## config.mk

```make
export PLATFORM = sky130hd
export DESIGN_NAME = dump_sequencer
export DESIGN_NICKNAME = d
export VERILOG_FILES = /design/src/rtl/dump_sequencer.sv
export SDC_FILE = /design/constraint.sdc
export NUM_CORES = 1
export LEC_CHECK = 0
export ABC_CLOCK_PERIOD_IN_PS = 2700
export BUFFER_PORTS_ARGS = -buffer_cell sky130_fd_sc_hd__clkbuf_2
export CORE_ASPECT_RATIO = 1.75
export CORE_MARGIN = 2
export CORE_UTILIZATION = 49
export CTS_CLUSTER_DIAMETER = 50
export DETAILED_ROUTE_END_ITERATION = 10
export GPL_ROUTABILITY_DRIVEN = 0
export GPL_TIMING_DRIVEN = 0
export PLACE_DENSITY = 0.8
export SYNTH_ARGS = -nofsm -noshare
export SYNTH_HDL_FRONTEND = slang
export SYNTH_SLANG_ARGS = --single-unit
export TNS_END_PERCENT = 20
```

## constraint.sdc

```tcl
create_clock -name i_clock -period 2.7 [get_ports i_clock]
set_input_delay 0.135 -clock i_clock [delete_from_list [all_inputs] [get_ports i_clock]]
set_output_delay 0.135 -clock i_clock [all_outputs]
set_load 0.02 [all_outputs]
```

## src/rtl/dump_sequencer.sv

```systemverilog
// Streams PC, register file and data memory out over a byte-wide UART,
// one word at a time, most significant byte first.
module dump_sequencer #(
    parameter int DATA_WIDTH      = 32,
    parameter int DATA_WIDTH_UART = 8,
    parameter int NREGS           = 32,
    parameter int NMEM            = 32
) (
    input  logic                       i_clock,
    input  logic                       i_reset,
    input  logic                       i_dump,
    input  logic                       i_abort,
    input  logic [DATA_WIDTH-1:0]      i_pc,
    input  logic [DATA_WIDTH-1:0]      i_reg,
    input  logic [DATA_WIDTH-1:0]      i_mem,
    input  logic                       i_tx_done,
    output logic                       o_tx_start,
    output logic [DATA_WIDTH_UART-1:0] o_tx_byte,
    output logic [4:0]                 o_reg_addr,
    output logic [4:0]                 o_mem_addr,
    output logic                       o_reg_send,
    output logic                       o_mem_send,
    output logic                       o_busy,
    output logic                       o_done
);

    localparam int NWORDS = 1 + NREGS + NMEM;
    localparam int WIDX_W = $clog2(NWORDS);
    localparam int NBYTES = DATA_WIDTH / DATA_WIDTH_UART;
    localparam int BCNT_W = (NBYTES > 1) ? $clog2(NBYTES) : 1;

    localparam logic [WIDX_W-1:0] LAST_IDX  = WIDX_W'(NWORDS - 1);
    localparam logic [WIDX_W-1:0] REG_LAST  = WIDX_W'(NREGS);
    localparam logic [BCNT_W-1:0] BCNT_LAST = BCNT_W'(NBYTES - 1);

    typedef enum logic [2:0] {
        S_IDLE,
        S_LOAD,
        S_SEND,
        S_WAIT,
        S_NEXT,
        S_DONE
    } state_t;

    state_t                r_state;
    logic [WIDX_W-1:0]     r_widx;
    logic [BCNT_W-1:0]     r_bcnt;
    logic [DATA_WIDTH-1:0] r_shift;
    logic                  r_tx_start;
    logic                  r_busy;
    logic                  r_done;

    logic                  w_in_reg;
    logic                  w_in_mem;
    logic                  w_clear;
    logic [DATA_WIDTH-1:0] w_word;

    assign w_in_reg = (r_widx != '0) && (r_widx <= REG_LAST);
    assign w_in_mem = (r_widx > REG_LAST);
    // Abort only matters once a dump is running; reset always wins.
    assign w_clear  = !i_reset || (i_abort && (r_state != S_IDLE));

    always_comb begin
        w_word = i_mem;
        if (r_widx == '0) begin
            w_word = i_pc;
        end else if (w_in_reg) begin
            w_word = i_reg;
        end
    end

    always_comb begin
        o_reg_addr = '0;
        o_mem_addr = '0;
        o_reg_send = 1'b0;
        o_mem_send = 1'b0;
        if (r_busy && w_in_reg) begin
            o_reg_addr = 5'(r_widx - WIDX_W'(1));
            o_reg_send = 1'b1;
        end else if (r_busy && w_in_mem) begin
            o_mem_addr = 5'(r_widx - WIDX_W'(NREGS + 1));
            o_mem_send = 1'b1;
        end
    end

    // Entering LOAD one cycle after r_widx changes gives async-read sources a full cycle.
    always_ff @(posedge i_clock) begin
        if (w_clear) begin
            r_state    <= S_IDLE;
            r_widx     <= '0;
            r_bcnt     <= '0;
            r_shift    <= '0;
            r_tx_start <= 1'b0;
            r_busy     <= 1'b0;
            r_done     <= 1'b0;
        end else begin
            case (r_state)
                S_IDLE: begin
                    r_tx_start <= 1'b0;
                    r_done     <= 1'b0;
                    if (i_dump) begin
                        r_widx  <= '0;
                        r_busy  <= 1'b1;
                        r_state <= S_LOAD;
                    end
                end
                S_LOAD: begin
                    r_shift    <= w_word;
                    r_bcnt     <= '0;
                    r_tx_start <= 1'b1;
                    r_state    <= S_SEND;
                end
                S_SEND: begin
                    r_tx_start <= 1'b0;
                    r_state    <= S_WAIT;
                end
                S_WAIT: begin
                    if (i_tx_done) begin
                        if (r_bcnt == BCNT_LAST) begin
                            r_state <= S_NEXT;
                        end else begin
                            r_shift    <= r_shift << DATA_WIDTH_UART;
                            r_bcnt     <= r_bcnt + BCNT_W'(1);
                            r_tx_start <= 1'b1;
                            r_state    <= S_SEND;
                        end
                    end
                end
                S_NEXT: begin
                    if (r_widx == LAST_IDX) begin
                        r_busy  <= 1'b0;
                        r_done  <= 1'b1;
                        r_state <= S_DONE;
                    end else begin
                        r_widx  <= r_widx + WIDX_W'(1);
                        r_state <= S_LOAD;
                    end
                end
                S_DONE: begin
                    r_done  <= 1'b0;
                    r_shift <= '0;
                    r_state <= S_IDLE;
                end
                default: r_state <= S_IDLE;
            endcase
        end
    end

    assign o_tx_start = r_tx_start;
    assign o_tx_byte  = r_shift[DATA_WIDTH-1 -: DATA_WIDTH_UART];
    assign o_busy     = r_busy;
    assign o_done     = r_done;

endmodule

```

# [Word-level counts from Yosys, hierarchy flattened]
# Index checks and enable logic that the tools add are counted.
[word_totals] ff_bits=47
[op_classes] eq_ne=12 n_addsub=4 mux=30 order_cmp=2 n_reduce_logical=24
[ops] operator="$mux W32" count=4
[ops] operator="$pmux W32 S3" count=1
[ops] operator="$mux W5" count=3
[ops] operator="$pmux W3 S5" count=1
[ops] operator="$reduce_and A3 Y1" count=5
[ops] operator="$mux W7" count=2
[ops] operator="$pmux W7 S2" count=1
[ops] operator="$mux W3" count=4
[ops] operator="$ne A2 B2 Y1 const B" count=5
[ops] operator="$sub A5 B1 Y5 const B" count=2
[ops] operator="$reduce_bool A3 Y1" count=3
[ops] operator="$mux W1" count=8
[ops] operator="$add A7 B1 Y7 const B" count=1
[ops] operator="$eq A7 B7 Y1 const B" count=1
[ops] operator="$gt A7 B6 Y1 const B" count=1
[ops] operator="$le A7 B6 Y1 const B" count=1
[ops] operator="$logic_not A7 Y1" count=1
[ops] operator="$reduce_bool A7 Y1" count=1
[ops] operator="$eq A3 B2 Y1 const B" count=2
[ops] operator="$eq A3 B3 Y1 const B" count=2
[ops] operator="$reduce_bool A2 Y1" count=3
[ops] operator="$logic_and A1 B1 Y1" count=4
[ops] operator="$mux W2" count=2
[ops] operator="$pmux W1 S2" count=2
[ops] operator="10 further kinds" count=12

# [Logic depth before layout (Yosys ltp)]
# Gate-level depths: netlist of the first run.
[depth] ltp_word=5 depth_mapped=8 mapped_depth_nobuf=6

# [Worst setup path after synthesis of the first run]
# Ideal clock, no wire load.
[synth_timing] path_type="register -> output" from="register r_widx[0]" to="output port o_reg_addr[2]" stages_incl_launch_ff=8 n_path_buf=1 path_slack_ns=0.519 arrival_ns=2.046 required_ns=2.565 path_cell_list="dfxtp_1 inv_1 ha_1 or4b_4 a21oi_4 clkbuf_8 nand3_1 nor2_1"
[synth_between] elab_chain_cells=4
[synth_lines] item="from (decl)" line="46" source="logic [WIDX_W-1:0] r_widx;"
[synth_lines] item="from (signal assigned)" line="135" source="r_widx <= r_widx + WIDX_W'(1);"
[synth_lines] item="$le A7 B6 Y1 or $reduce_bool A7 Y1 (tied branches)" line="58" source="assign w_in_reg = (r_widx != '0) && (r_widx <= REG_LAST);"
[synth_lines] item="$logic_and A1 B1 Y1" line="58"
[synth_lines] item="$logic_and A1 B1 Y1" line="77" source="if (r_busy && w_in_reg) begin"
[synth_lines] item="$mux W5 (*)" line="77"
[synth_lines] item="to (decl)" line="19" source="output logic [4:0] o_reg_addr,"
# Every way passes the cells marked *; elsewhere a longest branch is shown, timed or not.

# [Worst setup path in the final report of the first run]
[layout_timing] from="register r_widx[0]" to="output port o_mem_addr[3]"
[layout_between] elab_chain_cells=4
[layout_lines] item="$gt A7 B6 Y1 (tied with other cells)" line="59" source="assign w_in_mem = (r_widx > REG_LAST);"
[layout_lines] item="$logic_and A1 B1 Y1 (on tied branches)" line="80, 58"
[layout_lines] item="$mux W5 or $logic_and A1 B1 Y1 (tied branches)" line="80, 77"
[layout_lines] item="$mux W5 (*)" line="77"
[layout_lines] item="to (decl)" line="20" source="output logic [4:0] o_mem_addr,"
# Marks and branches as above.

==> flow_metrics.env, run 1 <==
export IMPL_run_status="complete, no violations"
export IMPL_core_region_area_sq_um=6090
export IMPL_clock_path_buffers=2
export IMPL_worst_clock_skew_ps=8.47
export IMPL_cts_tree="built"
export IMPL_timing_setup_critical_path_class="flip-flop to output port"
export IMPL_post_route_period_util_pct=92.7
export IMPL_syn_cell_area_sq_um=3050
export IMPL_hp_start="i_pc[5]"
export IMPL_first_pass_iters=4
export IMPL_net_count_after_synthesis=469
export IMPL_dpl_cell_area_sq_um=3760
export IMPL_diodes=0
export IMPL_finalWirelength_mm=9.22
export IMPL_ys_seq_elements=47
export IMPL_mostFrequentLayoutCell="clkbuf_2"
export IMPL_crit_reg2reg_launch="r_widx[0]"
export IMPL_holdPathEnd="r_shift[5]"
export IMPL_final_setup_worst_slack_ps=196
export IMPL_postSynth_asyncResetShare_pct=0
export IMPL_netlist_area_leader_share_pct=30.9
export IMPL_max_slew_margin_pct=57.6
export IMPL_report_power_total_mw=1.78
export IMPL_final_cell_area_sq_um=3900
export IMPL_report_final_setup_viol=0
export IMPL_drv_cap=0
export IMPL_synth_edf_count=0
export IMPL_grt_max_degree=16
export IMPL_reg2reg_depth=9
export IMPL_wl_per_cell_um=16.0
export IMPL_dpl_worst_slack_ps=241
export IMPL_period_needed_ps=2500
export IMPL_layoutNonFillerInstCount=577
export IMPL_clock_sinks=47
export IMPL_wl_met2_mm=5.06
export IMPL_fmax_mhz=399
export IMPL_cp_end_kind="output port"
export IMPL_grt_overflow=0
export IMPL_die_area_sq_um=6890
export IMPL_detail_route_iter0_violations=220
export IMPL_detailed_place_hpwl_mm=7.14
export IMPL_worst_path_cell_chain="inv_1 > ha_1 > or4b_4 > a21oi_4 > buf_4 > buf_6 > nand2b_2 > nor2_1 > clkbuf_2"
export IMPL_post_synth_num_cell_types=52
export IMPL_worst_hold_path_type="input port to flip-flop"
export IMPL_cts_root_buf="clkbuf_8"
export IMPL_critPathBufInv=4
export IMPL_synth_area_top_cells="dfxtp_1 (31%), o221ai_1 (9.2%), a21oi_1 (6.6%)"
export IMPL_critical_path_max_fanout=10
export IMPL_tightest_slew_ps=633
export IMPL_dieHeight_um=108
export IMPL_worstHoldPathCells=3
export IMPL_irDropWorstVdd_mv=0.288
export IMPL_synth_flop_cell="dfxtp_1"
export IMPL_synth_largest_area_cell="dfxtp_1"
export IMPL_maxSlewViolCount=0
export IMPL_timing_critical_path_max_delay_family="simple AND/OR/NAND/NOR gates"
export IMPL_p_per_area_nw_per_um2=457
export IMPL_final_core_util_pct=64.1
export IMPL_cp_required_ps=2570
export IMPL_placementRows=38
export IMPL_worst_ep_arrival_time_ps=2370
export IMPL_dr_total_vias=3351
export IMPL_drt_met1_wl_mm=3.34
export IMPL_h_tree_depth=2
export IMPL_post_route_cells_drive_above_1_share_pct=36.0
export IMPL_net_count_reported_at_finish=601
export IMPL_global_route_wire_length_before_repair_mm=14.8
export IMPL_synth_yosys_seq_area_share_pct=30.9
export IMPL_critical_path_slowest_cell="or4b_4"
export IMPL_routed_via_density=5.81
export IMPL_detail_route_drc_violations=0
export IMPL_numCtsBuffers=5
export IMPL_number_of_antenna_violations_at_the_first_check_in_global_routing=0
export IMPL_yosys_warnings=0
export IMPL_first_global_vias=3202
export IMPL_most_common_layout_cells="clkbuf_2 (124), dfxtp_1 (47), a21oi_1 (40)"
export IMPL_setup_worst_path_start_class="flip-flop"
export IMPL_area_growth_pct=27.9
export IMPL_post_place_cells=567
export IMPL_max_stage_delay_ps=510
export IMPL_clkLatencyLatePin_ps=310
export IMPL_floorplan_initialDensity_pct=50.1
export IMPL_setup_reg_to_reg_worst_slack_ps=280
export IMPL_finalHoldViolCount=0
export IMPL_boundaryPins=124
export IMPL_metal3_wl_um=537
export IMPL_fin_hold_ws_ps=22.2
export IMPL_maxUsedRoutingLayer="met4"
export IMPL_synth_avg_cell_area_sq_um=8.37
export IMPL_rr_endpoint="r_shift[0]"
export IMPL_route_antenna_remaining_nets=0
export IMPL_grt_setup_unrepaired="false"
export IMPL_grt_use_total_pct=27.1
export IMPL_io_buffer_count=123
export IMPL_cts_reportedPaths_clkPinSlew_ps=90
export IMPL_final_setup_tns_ps=0
export IMPL_die_width_um=63.6
export IMPL_syn_inst=364
export IMPL_static_leakage_power_nw=1.83
-- how the worst max path moves through the flow --
stage / from / end / slack (ps) / cells after the start
after floorplan: r_widx[0] / o_reg_addr[2] / 520 / 7
after global placement: r_widx[0] / o_reg_addr[4] / 290 / 8
after detailed placement: r_widx[0] / o_reg_addr[3] / 240 / 8
after CTS: r_widx[0] / o_mem_addr[4] / 150 / 9
after global routing: r_widx[0] / o_mem_addr[3] / 50 / 9
final: r_widx[0] / o_mem_addr[3] / 200 / 9
-- tightest hold or removal path: cells and delay by family --
kind / cells / cell delay, ps
buf+inv: 1 / 70
compound gates: 1 / 50
simple gates: 1 / 40
-- where the power goes --
group | total, mW | internal, mW | leakage, nW | switching [mW]
sequential | 0.783 | 0.741 | 0.383 | 0.0414
combinational | 0.468 | 0.217 | 1.39 | 0.251
clock | 0.530 | 0.276 | 0.0581 | 0.254
total | 1.78 | 1.23 | 1.83 | 0.546
-- registers in the layout, summed over array words and instances (netlist names) --
signal / cells
o_done: 1
o_busy: 1
r_state: 3
r_bcnt: 2
r_widx: 7
o_tx_start: 1
r_shift: 32
-- layer usage --
layer / GRT usage (%) / up-vias
met5: 0 / -
met4: 14.0 / 0
met3: 3.54 / 21
met2: 52.1 / 149
met1: 28.0 / 1544
li1: - / 1637
-- cell families after synthesis --
kind of cell | count (synthesis) | share of synthesized area, %
AOI/OAI and AO/OA | 121 | 29.0
xor gates and xnor gates | 5 | 1.44
adders and majority gates | 4 | 1.64
buffers and inverters | 57 | 12.0
DFF | 47 | 30.9
muxes | 19 | 6.44
and+or+nand+nor | 111 | 18.6
-- layout make-up --
| class | instances | area, sq um |
|---|---|---|
| plain buffers | 41 | 307 |
| clock buffers | 5 | 68.8 |
| clock inverters | 3 | 43.8 |
| fillers | 592 | 2190 |
| inverters | 16 | 60.1 |
| multi-input cells | 260 | 1750 |
| flip-flops and latches | 47 | 941 |
| well taps | 80 | 100 |
| repair buffers | 125 | 631 |
-- Yosys cell counts, types with 2 or more instances --
library cell and number:
a21oi_1 40, a22oi_1 10, a311o_1 10, a311o_2 6, a31oi_1 9, and2_1 2
and4_1 3, buf_2 3, buf_4 10, buf_6 6, clkbuf_1 14, clkbuf_8 6
dfxtp_1 47, ha_1 4, inv_1 16, mux2i_1 17, nand2_1 31, nand3_1 6
nand4_1 3, nor2_1 21, nor2b_1 4, nor3_1 20, nor3b_1 2, nor4_1 2
o21ai_0 6, o221ai_1 32, o31ai_1 2, or2_2 3, or3_1 3, xnor2_1 2
xor2_1 3
-- what timing repair did --
| item | in CTS | in global routing |
|---|---|---|
| hold buffers | 0 | 0 |
| endpoints found under the setup margin | 6 | 10 |
| gates cloned | 0 | 0 |
| pin swaps | 1 | 0 |
| resized for setup | 0 | 2 |
| setup buffers | 2 | 0 |
Note: power is estimated with default switching activity, not from simulation.
==> run 2, diff against run 1 <==
CORE_MARGIN = 5   (was 2)
GPL_TIMING_DRIVEN = unset   (was 0)
==> flow_metrics.env, run 2 (synthesized netlist as in run 1, its figures left out) <==
export IMPL_run_status="complete, no violations"
export IMPL_max_flop_register="r_shift"
export IMPL_p_per_area_nw_per_um2=496
export IMPL_floorplan_initialDensity_pct=49.7
export IMPL_power_frac_clock_pct=34.0
export IMPL_wl_met2_mm=4.70
export IMPL_dpl_worst_slack_ps=207
export IMPL_cts_hold_repair_buffers=0
export IMPL_setup_worst_path_start_class="flip-flop"
export IMPL_cts_reportedPaths_clkPinSlew_ps=90
export IMPL_cp_end_kind="output port"
export IMPL_grt_overflow=0
export IMPL_metal3_wl_um=745
export IMPL_layoutNonFillerInstCount=542
export IMPL_first_pass_iters=5
export IMPL_crit_reg2reg_launch="r_widx[0]"
export IMPL_detail_route_drc_violations=0
export IMPL_irDropWorstVdd_mv=0.371
export IMPL_area_growth_pct=20.7
export IMPL_finalHoldViolCount=0
export IMPL_clock_path_buffers=2
export IMPL_clock_sinks=47
export IMPL_post_route_cells_drive_above_1_share_pct=34.2
export IMPL_cts_tree="built"
export IMPL_dr_total_vias=3268
export IMPL_numCtsBuffers=5
export IMPL_critical_path_slowest_cell="or4b_4"
export IMPL_max_slew_margin_pct=54.7
export IMPL_cp_required_ps=2570
export IMPL_boundaryPins=124
export IMPL_worst_clock_skew_ps=9.77
export IMPL_maxSlewViolCount=0
export IMPL_routed_via_density=6.03
export IMPL_drv_cap=0
export IMPL_io_buffer_count=123
export IMPL_global_route_wire_length_before_repair_mm=14.3
export IMPL_drt_met1_wl_mm=3.36
export IMPL_critical_path_max_fanout=8
export IMPL_top_regs="r_shift x32, r_widx x7, r_state x3"
export IMPL_worst_hold_path_type="input port to flip-flop"
export IMPL_dieHeight_um=114
export IMPL_period_needed_ps=2390
export IMPL_h_tree_depth=2
export IMPL_report_final_setup_viol=0
export IMPL_fmax_mhz=418
export IMPL_first_global_vias=3138
export IMPL_clkLatencyLatePin_ps=310
export IMPL_mostFrequentLayoutCell="clkbuf_2"
export IMPL_core_region_area_sq_um=6130
export IMPL_post_route_period_util_pct=88.5
export IMPL_finalWirelength_mm=9.11
export IMPL_maxUsedRoutingLayer="met4"
export IMPL_max_stage_delay_ps=510
export IMPL_die_width_um=69.6
export IMPL_static_leakage_power_nw=1.70
export IMPL_final_core_util_pct=60.0
export IMPL_route_antenna_remaining_nets=0
export IMPL_worst_ep_arrival_time_ps=2260
export IMPL_rr_endpoint="r_shift[1]"
export IMPL_sequentialPowerShare_pct=43.2
export IMPL_post_place_cells=532
export IMPL_number_of_antenna_violations_at_the_first_check_in_global_routing=0
export IMPL_power_combinational_fraction_pct=22.9
export IMPL_fin_hold_ws_ps=22.2
export IMPL_critPathBufInv=3
export IMPL_worstHoldPathCells=3
export IMPL_placementRows=38
export IMPL_reg2reg_depth=8
export IMPL_setup_reg_to_reg_worst_slack_ps=330
export IMPL_largest_reg_flops=32
export IMPL_grt_use_total_pct=21.9
export IMPL_cts_root_buf="clkbuf_8"
export IMPL_worst_path_cell_chain="inv_1 > ha_1 > or4b_4 > a21oi_4 > buf_4 > nand2b_1 > nor2_1 > clkbuf_2"
export IMPL_final_setup_worst_slack_ps=310
export IMPL_most_common_layout_cells="clkbuf_2 (123), dfxtp_1 (47), a21oi_1 (40)"
export IMPL_holdPathEnd="r_shift[29]"
export IMPL_detailed_place_hpwl_mm=6.90
export IMPL_timing_critical_path_max_delay_family="simple AND/OR/NAND/NOR gates"
export IMPL_power_net_switching_mw=0.527
export IMPL_tightest_slew_ps=679
export IMPL_die_area_sq_um=7960
export IMPL_grt_setup_unrepaired="false"
export IMPL_grt_max_degree=33
export IMPL_wl_per_cell_um=16.8
export IMPL_sw_frac_of_total_pct=28.8
export IMPL_p_int_mw=1.30
export IMPL_hp_start="i_pc[29]"
export IMPL_detail_route_iter0_violations=398
export IMPL_net_count_reported_at_finish=566
export IMPL_final_setup_tns_ps=0
export IMPL_timing_setup_critical_path_class="flip-flop to output port"
export IMPL_diodes=0
## run 2: changes by cell type in the layout (fill, tap and decap cells not counted), moves of 3 or more
cell,previous run,this run
clkbuf_1,14,1
buf_6,6,0
clkbuf_8,11,5
buf_4,12,7
buf_2,3,0
## run 2: how the worst max path moves through the flow
stage                     startpoint             to  slack (ps)  cells after the start
after floorplan            r_widx[0]  o_reg_addr[2]         520                      7
after global routing       r_widx[0]  o_reg_addr[4]         200                      7
after detailed placement  r_state[2]     r_shift[6]         210                      4
after global placement    r_state[2]     r_shift[0]         350                      4
after CTS                  r_widx[0]  o_reg_addr[0]          30                      7
final                      r_widx[0]  o_mem_addr[4]         310                      8
## run 2: final cells by class
class	count	area (sq um)
fillers	561	2450
multi-input cells	260	1760
flip-flops and latches	47	941
repair buffers	131	688
well taps	80	100
clock buffers	6	72.6
clock inverters	2	60.1
inverters	16	60.1
## run 2: timing repair
item	4_1_cts	5_1_grt
resized for setup	0	1
buffers inserted	0	2
endpoints found under the setup margin	0	18
## run 2: through the flow
step	cell area, sq um	total power [mW]
after floorplan	3050	1.09
after global placement	3530	1.20
after detailed placement	3530	1.22
after CTS	3660	1.83
after global routing	3680	1.91
final	3680	1.83
## run 2: power by group through the flow
stage / Combinational [mW] / Clock, mW / Sequential, mW
final: 0.418 / 0.621 / 0.788
after global routing: 0.457 / 0.657 / 0.795
after CTS: 0.415 / 0.628 / 0.787
after detailed placement: 0.413 / 0 / 0.803
after global placement: 0.403 / 0 / 0.800
after floorplan: 0.301 / 0 / 0.787
## run 2: worst register-to-register path: stages (launching register included)
cell and delay, ps:
dfxtp_1 380, inv_1 120, ha_1 200, or4b_4 510
a21oi_4 160, buf_4 210, buf_12 200, mux2i_1 290
o221ai_1 160
## run 2: per-layer routing
layer / vias up / global-route usage, %
li1: 1565 / -
met3: 23 / 4.57
met5: - / 0
met2: 183 / 40.0
met1: 1497 / 24.3
met4: 0 / 9.46
